==> src/rtl/ame_sobel_grad_if.sv <==
// Line-stream / result bundle for the AME Sobel gradient engine.
// master drives lines in, slave is the gradient engine.
interface ame_sobel_grad_if #(
  parameter int BLK_SIZE       = 4,
  parameter int PIX_BITS       = 8,
  parameter int COMP_DATA_BITS = 10
);
  logic                                       comp_init_i;
  logic                                       line_valid_i;
  logic [1:0]                                 mode_i;
  logic [(BLK_SIZE+2)*PIX_BITS-1:0]           line_data_i;
  logic                                       comp_done_o;
  logic [BLK_SIZE*BLK_SIZE*COMP_DATA_BITS-1:0] comp_data_o;

  modport master (
    output comp_init_i,
    output line_valid_i,
    output mode_i,
    output line_data_i,
    input  comp_done_o,
    input  comp_data_o
  );

  modport slave (
    input  comp_init_i,
    input  line_valid_i,
    input  mode_i,
    input  line_data_i,
    output comp_done_o,
    output comp_data_o
  );
endinterface

==> src/rtl/ame_sobel_grad.sv <==
// AME Sobel gradient engine: 3-line window over N+2 lines -> NxN |grad|.
// AME_SOBEL_MAG_EN: modes 2/3 give |G0|+|G1|, else they alias mode 0.
module ame_sobel_grad #(
  parameter int BLK_SIZE       = 4,
  parameter int PIX_BITS       = 8,
  parameter int COMP_DATA_BITS = 10
) (
  input  logic            clk_i,
  input  logic            rst_i,
  ame_sobel_grad_if.slave bus
);
  localparam int N  = BLK_SIZE;
  localparam int L  = N + 2;
  localparam int C  = COMP_DATA_BITS;
  localparam int CW = $clog2(L);
  localparam int GW = PIX_BITS + 3;
  localparam int SW = ((GW > C) ? GW : C) + 1;

  localparam logic [SW-1:0] SAT  = {{(SW-C){1'b0}}, {C{1'b1}}};
  localparam logic [CW-1:0] LAST = CW'(N + 1);

  typedef enum logic [1:0] {
    IDLE,
    FILL,
    CALC
  } state_e;

  typedef logic [L-1:0][PIX_BITS-1:0] line_t;
  typedef logic [N-1:0][C-1:0]        row_t;

  state_e          state_q, state_d;
  logic [CW-1:0]   cnt_q, cnt_d;
  logic [1:0]      mode_q, mode_d;
  line_t           a_q, b_q, c;
  logic            done_q, done_d;
  row_t [N-1:0]    data_q;
  row_t            row_val;
  logic            acc, init;
  logic            wr_en, shift;

  logic [N-1:0][GW-1:0] g0, g1;
  logic [N-1:0][SW-1:0] m0, m1, sel;

  assign acc  = bus.line_valid_i;
  assign init = acc & bus.comp_init_i;
  assign c    = bus.line_data_i;

  function automatic logic [GW-1:0] tap(
    input logic [PIX_BITS-1:0] x,
    input logic [PIX_BITS-1:0] y,
    input logic [PIX_BITS-1:0] z
  );
    return {3'b000, x} + {2'b00, y, 1'b0} + {3'b000, z};
  endfunction

  function automatic logic [SW-1:0] mag(input logic [GW-1:0] g);
    logic [GW-1:0] a;
    a = g[GW-1] ? (~g + 1'b1) : g;
    return {{(SW-GW){1'b0}}, a};
  endfunction

  always_ff @(posedge clk_i or posedge rst_i) begin
    if (rst_i) begin
      state_q <= IDLE;
      cnt_q   <= '0;
      mode_q  <= '0;
    end else begin
      state_q <= state_d;
      cnt_q   <= cnt_d;
      mode_q  <= mode_d;
    end
  end

  // A restart wins over whatever the current block is doing.
  always_comb begin
    state_d = state_q;
    cnt_d   = cnt_q;
    mode_d  = mode_q;
    if (init) begin
      state_d = FILL;
      cnt_d   = CW'(1);
      mode_d  = bus.mode_i;
    end else if (acc) begin
      unique case (state_q)
        FILL: begin
          state_d = CALC;
          cnt_d   = CW'(2);
        end
        CALC: begin
          if (cnt_q == LAST) begin
            state_d = IDLE;
            cnt_d   = '0;
          end else begin
            cnt_d = cnt_q + 1'b1;
          end
        end
        default: ;
      endcase
    end
  end

  always_comb begin
    wr_en  = acc & ~bus.comp_init_i & (state_q == CALC);
    shift  = init | (acc & (state_q != IDLE));
    done_d = wr_en & (cnt_q == LAST);
  end

  always_comb begin
    g0      = '0;
    g1      = '0;
    m0      = '0;
    m1      = '0;
    sel     = '0;
    row_val = '0;
    for (int j = 0; j < N; j++) begin
      g0[j] = tap(c[j], c[j+1], c[j+2])
            - tap(a_q[j], a_q[j+1], a_q[j+2]);
      g1[j] = tap(a_q[j+2], b_q[j+2], c[j+2])
            - tap(a_q[j], b_q[j], c[j]);
      m0[j] = mag(g0[j]);
      m1[j] = mag(g1[j]);
`ifdef AME_SOBEL_MAG_EN
      unique case (1'b1)
        (mode_q == 2'd1): sel[j] = m1[j];
        mode_q[1]:        sel[j] = m0[j] + m1[j];
        default:          sel[j] = m0[j];
      endcase
`else
      unique case (1'b1)
        (mode_q == 2'd1): sel[j] = m1[j];
        default:          sel[j] = m0[j];
      endcase
`endif
      row_val[j] = (sel[j] > SAT) ? SAT[C-1:0]
                                  : sel[j][C-1:0];
    end
  end

  always_ff @(posedge clk_i or posedge rst_i) begin
    if (rst_i) begin
      a_q    <= '0;
      b_q    <= '0;
      done_q <= 1'b0;
      data_q <= '0;
    end else begin
      done_q <= done_d;
      if (shift) begin
        a_q <= b_q;
        b_q <= c;
      end
      for (int r = 0; r < N; r++) begin
        if (wr_en && (cnt_q == CW'(r + 2)))
          data_q[r] <= row_val;
      end
    end
  end

  assign bus.comp_done_o = done_q;
  assign bus.comp_data_o = data_q;

endmodule

==> src/flat_wrapper.sv <==
// flat-port wrapper written by rule: the top's interface ports become plain ports
module ame_sobel_grad_flat 
#(
  parameter int BLK_SIZE       = 4,
  parameter int PIX_BITS       = 8,
  parameter int COMP_DATA_BITS = 10
)
  (clk_i, rst_i, bus_comp_init_i, bus_line_valid_i, bus_mode_i, bus_line_data_i, bus_comp_done_o, bus_comp_data_o);
  ame_sobel_grad_if #(.BLK_SIZE(BLK_SIZE), .PIX_BITS(PIX_BITS), .COMP_DATA_BITS(COMP_DATA_BITS)) bus_i ();
  input  logic clk_i;
  input  logic rst_i;
  input wire logic [$bits(bus_i.comp_init_i)-1:0] bus_comp_init_i;
  input wire logic [$bits(bus_i.line_valid_i)-1:0] bus_line_valid_i;
  input wire logic [$bits(bus_i.mode_i)-1:0] bus_mode_i;
  input wire logic [$bits(bus_i.line_data_i)-1:0] bus_line_data_i;
  output wire logic [$bits(bus_i.comp_done_o)-1:0] bus_comp_done_o;
  output wire logic [$bits(bus_i.comp_data_o)-1:0] bus_comp_data_o;
  assign bus_i.comp_init_i = bus_comp_init_i;
  assign bus_i.line_valid_i = bus_line_valid_i;
  assign bus_i.mode_i = bus_mode_i;
  assign bus_i.line_data_i = bus_line_data_i;
  assign bus_comp_done_o = bus_i.comp_done_o;
  assign bus_comp_data_o = bus_i.comp_data_o;
  ame_sobel_grad #(.BLK_SIZE(BLK_SIZE), .PIX_BITS(PIX_BITS), .COMP_DATA_BITS(COMP_DATA_BITS)) u_core (.clk_i(clk_i), .rst_i(rst_i), .bus(bus_i));
endmodule
==> config.mk <==
export PLATFORM = sky130hd
export DESIGN_NAME = ame_sobel_grad_flat
export DESIGN_NICKNAME = d
export VERILOG_FILES = /design/src/rtl/ame_sobel_grad_if.sv /design/src/rtl/ame_sobel_grad.sv /design/src/flat_wrapper.sv
export SDC_FILE = /design/constraint.sdc
export NUM_CORES = 1
export LEC_CHECK = 0
export BUFFER_PORTS_ARGS = -buffer_cell sky130_fd_sc_hd__buf_2
export CELL_PAD_IN_SITES_DETAIL_PLACEMENT = 1
export CELL_PAD_IN_SITES_GLOBAL_PLACEMENT = 2
export CORE_ASPECT_RATIO = 1.75
export CORE_UTILIZATION = 42
export DETAILED_ROUTE_END_ITERATION = 12
export GPL_TIMING_DRIVEN = 1
export PLACE_DENSITY = 0.92
export SLEW_MARGIN = 20
export SYNTH_ARGS = -nofsm -noshare
export SYNTH_HDL_FRONTEND = slang
export SYNTH_SLANG_ARGS = --single-unit
==> constraint.sdc <==
create_clock -name clk_i -period 22.8 [get_ports clk_i]
set_input_delay 3.42 -clock clk_i [delete_from_list [all_inputs] [get_ports clk_i]]
set_output_delay 3.42 -clock clk_i [all_outputs]
set_load 0.05 [all_outputs]
==> out/metrics.yaml, run 1 <==
ys_seq_area_frac: 0.2898
antenna_cells: 0
die_area_sq_mm: 0.05525
reg2reg_from: "u_core.a_q[25]$_DFFE_PP0P_"
post_drt_wl_per_cell_um: 22.15
synth_cell_types: 83
r2r_end: "u_core.bus.comp_data_o[154]$_DFFE_PP0P_"
drt-total-wl_um: 73770
hp-start: "u_core.bus.comp_data_o[48]$_DFFE_PP0P_"
synth_ff_type: "dfrtp_1"
synth_area_leader_cell: "dfrtp_1"
setup_tns_ns: 0
worstHoldEndpoint: "u_core.bus.comp_data_o[48]$_DFFE_PP0P_"
syn_avg_cell_area_sq_um: 9.367
critPathKind: "input pin to flip-flop"
worst-path-max-fanout: 12
grt_pass1_wl_um: 113900
placementRows: 112
cp.arrival_ns: 9.04
vias: 19042
grt.overflow.total: 0
fp.dieW_um: 178.1
cts_max_level: 1
post-route-min-period_ns: 8.613
placed_cell_area_sq_mm: 0.02462
r2r_slack_ns: 16.02
ys_warn_count: 0
place.gp.congestion: 0.9054
vias_per_cell: 5.718
setup_slack_ns: 14.19
hpwl_um: 59700
io_pins: 215
postRouteAntennaNets: 0
holdCritPathClass: "flip-flop to flip-flop"
drt_drc_violations_left: 0
synth_edf_count: 0
hold-path-cell-count: 2
core-area_sq_mm: 0.05353
fin_area_sq_mm: 0.02566
grt_pass1_vias: 20178
cts.sinks: 264
hold_viol: 0
syn_to_final_growth_pct: 12.57
fmaxAchievable_ghz: 0.1161
synthArstFlopShare: 1.000
drtIter0Drc: 962
cts.hold.buffers_added: 0
layout-drive-gt1-share: 0.1648
final_cell_mix: "264 x dfrtp_1, 237 x ha_1, 232 x inv_1, 214 x buf_2, 190 x a21oi_1"
reg2regPathDepth: 21
cp-start-kind: "input pin"
synth_nets: 2831
post_cts_buffers: 0
worst_slew_pin_slew_ns: 1.051
firstDrtPassIters: 5
setup_viol: 0
die_height_um: 310.2
dp_slack_ns: 13.28
start_util: 0.4259
cts_max_path_buffers: 3
grt_max_degree: 143
utilization: 0.4794
yosysTopAreaCellShare: 0.2898
tritoncts: "yes"
grt_util_all_layers: 0.2687
synthTopCellsByArea: "dfrtp_1 29%, ha_1 13%, fa_1 9.3%"
clockRootBuffer: "clkbuf_16"
cp.required_ns: 23.22
rsz0062_at_grt: "no"
fin_crit_sh: 0.3778
antenna_found_initial: 0
fin_skew_ns: 0.02630
end_kind: "flip-flop"
insertion_delay_ns: 0.59
outcome: "completed"
path_clk_slew_ns: 0.06
portBuffers: 214
fin_nets: 3021
report.final.slew_viol_count: 0
numCtsBuffers: 28
synth_area_sq_mm: 0.02280
timing.slew.headroom: 0.2991
synthCells: 2434
final_common_cell: "dfrtp_1"
ys_ff_latch: 264
cts_resized: 0
maxCapViolCount: 0
-- logic make-up after synthesis --
kind of cell / synth area share
mux: 0.06300
xor+xnor: 0.07886
fa+ha+maj: 0.2231
flops: 0.2898
simple gates: 0.1208
buf+inv: 0.04983
compound gates: 0.1745
-- through the flow --
stage	instances	hold WS (ns)
after floorplan	2434	0.4712
after global placement	3278	0.4558
after detailed placement	3278	0.4735
after CTS	3330	0.4889
after global routing	3330	0.5091
final	3330	0.4816
-- worst max path at each step --
stage,to,depth (start not counted),startpoint
floorplan,u_core.a_q[0]$_DFFE_PP0P_,1,rst_i
global placement,u_core.bus.comp_data_o[149]$_DFFE_PP0P_,21,bus_line_data_i[17]
finish,u_core.bus.comp_data_o[80]$_DFFE_PP0P_,18,bus_line_data_i[16]
global route,u_core.bus.comp_data_o[80]$_DFFE_PP0P_,18,bus_line_data_i[16]
detailed placement,u_core.bus.comp_data_o[29]$_DFFE_PP0P_,21,bus_line_data_i[17]
CTS,u_core.bus.comp_data_o[69]$_DFFE_PP0P_,21,bus_line_data_i[17]
-- per-layer routing --
layer | part of all wire | track usage | vias up
li1 | - | - | 8905
met1 | 0.40 | 0.3107 | 9550
met2 | 0.52 | 0.4916 | 442
met3 | 0.034 | 0.02774 | 145
met4 | 0.049 | 0.1226 | 0
met5 | 0 | 0 | -
-- state kept, by name, indices dropped and copies added (netlist names) --
register                flops
u_core.bus.comp_done_o      1
u_core.cnt_q                3
u_core.mode_q               2
u_core.b_q                 48
u_core.state_q              2
u_core.a_q                 48
u_core.bus.comp_data_o    160
-- cell usage after synthesis, types with 26 or more instances --
| library cell | count |
|---|---|
| mux2_2 | 108 |
| inv_1 | 233 |
| xnor2_1 | 131 |
| o21bai_1 | 47 |
| nand2_1 | 168 |
| ha_1 | 237 |
| a21o_1 | 37 |
| nand3_1 | 44 |
| xor2_1 | 69 |
| nor3_1 | 30 |
| nor2_1 | 164 |
| a21oi_1 | 190 |
| o21a_1 | 26 |
| nor2b_1 | 32 |
| fa_1 | 106 |
| dfrtp_1 | 264 |
| o21ai_0 | 140 |
| clkbuf_1 | 58 |
-- critical path, stage by stage --
cell and delay (ns):
buf_2 0.20, ha_1 0.27, fa_1 0.43, a211oi_1 0.41, o21bai_1 0.14, a21oi_1 0.19
xor2_1 0.35, inv_1 0.16, fa_1 0.46, ha_1 0.36, o21a_1 0.13, o21ai_0 0.15
o21ba_2 0.17, o21ai_1 0.12, xnor2_1 0.80, o32ai_2 0.35, a21oi_1 0.69, o21ai_0 0.23
-- cell type report --
class | instances | area, sq um
Clock buffer | 33 | 770.7
Clock inverter | 19 | 272.8
Fill cell | 6215 | 27870
Inverter | 233 | 882.1
Multi-Input combinational cell | 1870 | 15100
Sequential cell | 264 | 6606
Tap cell | 684 | 855.8
Timing Repair Buffer | 227 | 1181
Power of run 1 is left out: the tool's default activity adds up to more than one toggle a clock period on the data nets, which glitch-free logic cannot reach.
==> run 2, diff against run 1 <==
--- a/config.mk
+++ b/config.mk
@@ -5,14 +5,15 @@
 export SDC_FILE = /design/constraint.sdc
 export NUM_CORES = 1
 export LEC_CHECK = 0
+export ABC_AREA = 1
 export BUFFER_PORTS_ARGS = -buffer_cell sky130_fd_sc_hd__buf_2
 export CELL_PAD_IN_SITES_DETAIL_PLACEMENT = 1
 export CELL_PAD_IN_SITES_GLOBAL_PLACEMENT = 2
 export CORE_ASPECT_RATIO = 1.75
-export CORE_UTILIZATION = 42
+export CORE_UTILIZATION = 35
 export DETAILED_ROUTE_END_ITERATION = 12
 export GPL_TIMING_DRIVEN = 1
-export PLACE_DENSITY = 0.92
+export PLACE_DENSITY = 0.85
 export SLEW_MARGIN = 20
 export SYNTH_ARGS = -nofsm -noshare
 export SYNTH_HDL_FRONTEND = slang
==> constraint.sdc (replaced) <==
create_clock -name clk_i -period 8.4 [get_ports clk_i]
set_input_delay 1.26 -clock clk_i [delete_from_list [all_inputs] [get_ports clk_i]]
set_output_delay 1.26 -clock clk_i [all_outputs]
set_load 0.05 [all_outputs]
==> out/metrics.yaml, run 2 <==
cts_max_path_buffers: 3
critPathLaunch: "u_core.a_q[25]$_DFFE_PP0P_"
largest_reg_flops: 160
r2r_slack_ns: 2.73
ys_seq_area_frac: 0.2731
layout-drive-gt1-share: 0.1069
holdCritPathClass: "flip-flop to flip-flop"
hp-start: "u_core.bus.comp_data_o[111]$_DFFE_PP0P_"
yosysTopAreaCellShare: 0.2731
post-route-min-period_ns: 5.667
syn_to_final_growth_pct: 12.00
path_clk_slew_ns: 0.07
crit_slowest_cell: "dfrtp_1"
antenna_found_initial: 1
drtIter0Drc: 826
worst_slew_pin_slew_ns: 1.073
synthArstFlopShare: 1.000
vias_per_cell: 5.000
synth_area_leader_cell: "dfrtp_1"
tritoncts: "yes"
outcome: "completed"
place.gp.congestion: 0.8929
cts.hold.buffers_added: 0
die_area_sq_mm: 0.07020
cp-start-kind: "flip-flop"
maxCapViolCount: 0
synth_nets: 3744
grt_pass1_wl_um: 134400
die_height_um: 349.8
final_cell_mix: "1113 x nand2_1, 497 x inv_1, 264 x dfrtp_1, 244 x nand3_1, 237 x ha_1"
report.final.slew_viol_count: 0
r2r_end: "u_core.bus.comp_data_o[13]$_DFFE_PP0P_"
fin_skew_ns: 0.02299
cp_common_cell: "nand2_1"
fmaxAchievable_ghz: 0.1764
cpPeakStageDelay_ns: 0.59
synth_area_sq_mm: 0.02419
vias: 22291
cts.sinks: 264
firstDrtPassIters: 5
final_common_cell: "nand2_1"
yosysMostFrequentCell: "nand2_1"
insertion_delay_ns: 0.61
post_cts_buffers: 0
synthTopCellsByCount: "1113 x nand2_1, 502 x inv_1, 264 x dfrtp_1"
drt_drc_violations_left: 0
cp.arrival_ns: 6.22
synth_cell_types: 46
hold_viol: 0
worst-path-max-fanout: 17
post_drt_wl_per_cell_um: 19.29
hpwl_um: 71730
cts_resized: 0
postRouteAntennaNets: 0
grt_pass1_vias: 23446
ys_ff_latch: 264
end_kind: "flip-flop"
placementRows: 127
grt_max_degree: 150
synthCells: 3347
core-area_sq_mm: 0.06849
hold-path-cell-count: 2
synth_ff_type: "dfrtp_1"
drt-total-wl_um: 86010
rsz0062_at_grt: "no"
worstHoldEndpoint: "u_core.bus.comp_data_o[111]$_DFFE_PP0P_"
setup_tns_ns: 0
io_pins: 215
fillers: 8770
setup_viol: 0
critPathKind: "flip-flop to flip-flop"
grt.overflow.total: 0
cts_max_level: 1
timing.slew.headroom: 0.2850
ys_warn_count: 0
fin_nets: 3931
numCtsBuffers: 28
fin_crit_sh: 0.6747
portBuffers: 214
synth_edf_count: 0
reg2reg_from: "u_core.a_q[25]$_DFFE_PP0P_"
start_util: 0.3532
grt_util_all_layers: 0.2486
clockRootBuffer: "clkbuf_16"
synthTopCellsByArea: "dfrtp_1 27%, nand2_1 17%, ha_1 12%"
cp.required_ns: 8.95
reg2regPathDepth: 30
syn_avg_cell_area_sq_um: 7.226
fp.dieW_um: 200.7
## run 2: worst max path at each step
stage / slack (ns) / end / cells past startpoint
6_report: 2.73 / u_core.bus.comp_data_o[13]$_DFFE_PP0P_ / 30
3_5_place_dp: 2.24 / u_core.bus.comp_data_o[75]$_DFFE_PP0P_ / 26
2_1_floorplan: 3.25 / u_core.bus.comp_data_o[123]$_DFFE_PP0P_ / 26
4_1_cts: 2.70 / u_core.bus.comp_data_o[13]$_DFFE_PP0P_ / 30
3_3_place_gp: 2.31 / u_core.bus.comp_data_o[35]$_DFFE_PP0P_ / 26
5_1_grt: 2.32 / u_core.bus.comp_data_o[52]$_DFFE_PP0P_ / 26
## run 2: cells by family (layout without fill, tap and decap cells)
family | after synthesis | in the layout | synth area share
adders and majority gates | 343 | 343 | 0.2103
muxes | 13 | 13 | 0.006052
and+or+nand+nor | 1677 | 1677 | 0.2885
buffers and inverters | 578 | 785 | 0.09379
xor gates and xnor gates | 143 | 143 | 0.05240
other | 0 | 1 | 0
DFF | 264 | 264 | 0.2731
AOI/OAI and AO/OA | 329 | 329 | 0.07579
## run 2: cell type report
| class | instances | area (sq um) | area share |
|---|---|---|---|
| repair buffers | 226 | 1174 | 0.04332 |
| clock inverters | 13 | 126.4 | 0.004665 |
| multi-input cells | 2505 | 15350 | 0.5666 |
| well taps | 903 | 1130 | 0.04171 |
| inverters | 509 | 1927 | 0.07113 |
| diodes | 1 | 2.502 | 0.00009237 |
| flip-flops and latches | 264 | 6606 | 0.2439 |
| clock buffers | 37 | 774.5 | 0.02859 |
## run 2: routing by layer
layer | track usage | share of wire
met5 | 0 | 0.00012
met4 | 0.1267 | 0.056
met3 | 0.02012 | 0.026
met2 | 0.4797 | 0.53
met1 | 0.2684 | 0.39
## run 2: critical path: cells and delay by family, from the launching register on
family	cells	cell delay, ns
buffers and inverters	4	0.30
adder cells (fa/ha/maj)	5	1.68
XOR/XNOR	1	0.17
flip-flops	1	0.59
AO/OA/AOI/OAI	4	0.60
AND/OR/NAND/NOR	16	2.26
## run 2: per-stage QoR
step | hold WS, ns | setup WS [ns] | cells | utilization | area (sq um)
after floorplan | 0.4530 | 3.247 | 3347 | - | 24190
after CTS | 0.4778 | 2.703 | 4457 | 0.3955 | 27090
after detailed placement | 0.4599 | 2.237 | 4407 | 0.3824 | 26190
after global placement | 0.4559 | 2.308 | 4407 | 0.3824 | 26190
after global routing | 0.4938 | 2.319 | 4457 | 0.3955 | 27090
final | 0.4722 | 2.733 | 4458 | 0.3955 | 27090
Power of run 2 is left out for the same reason.
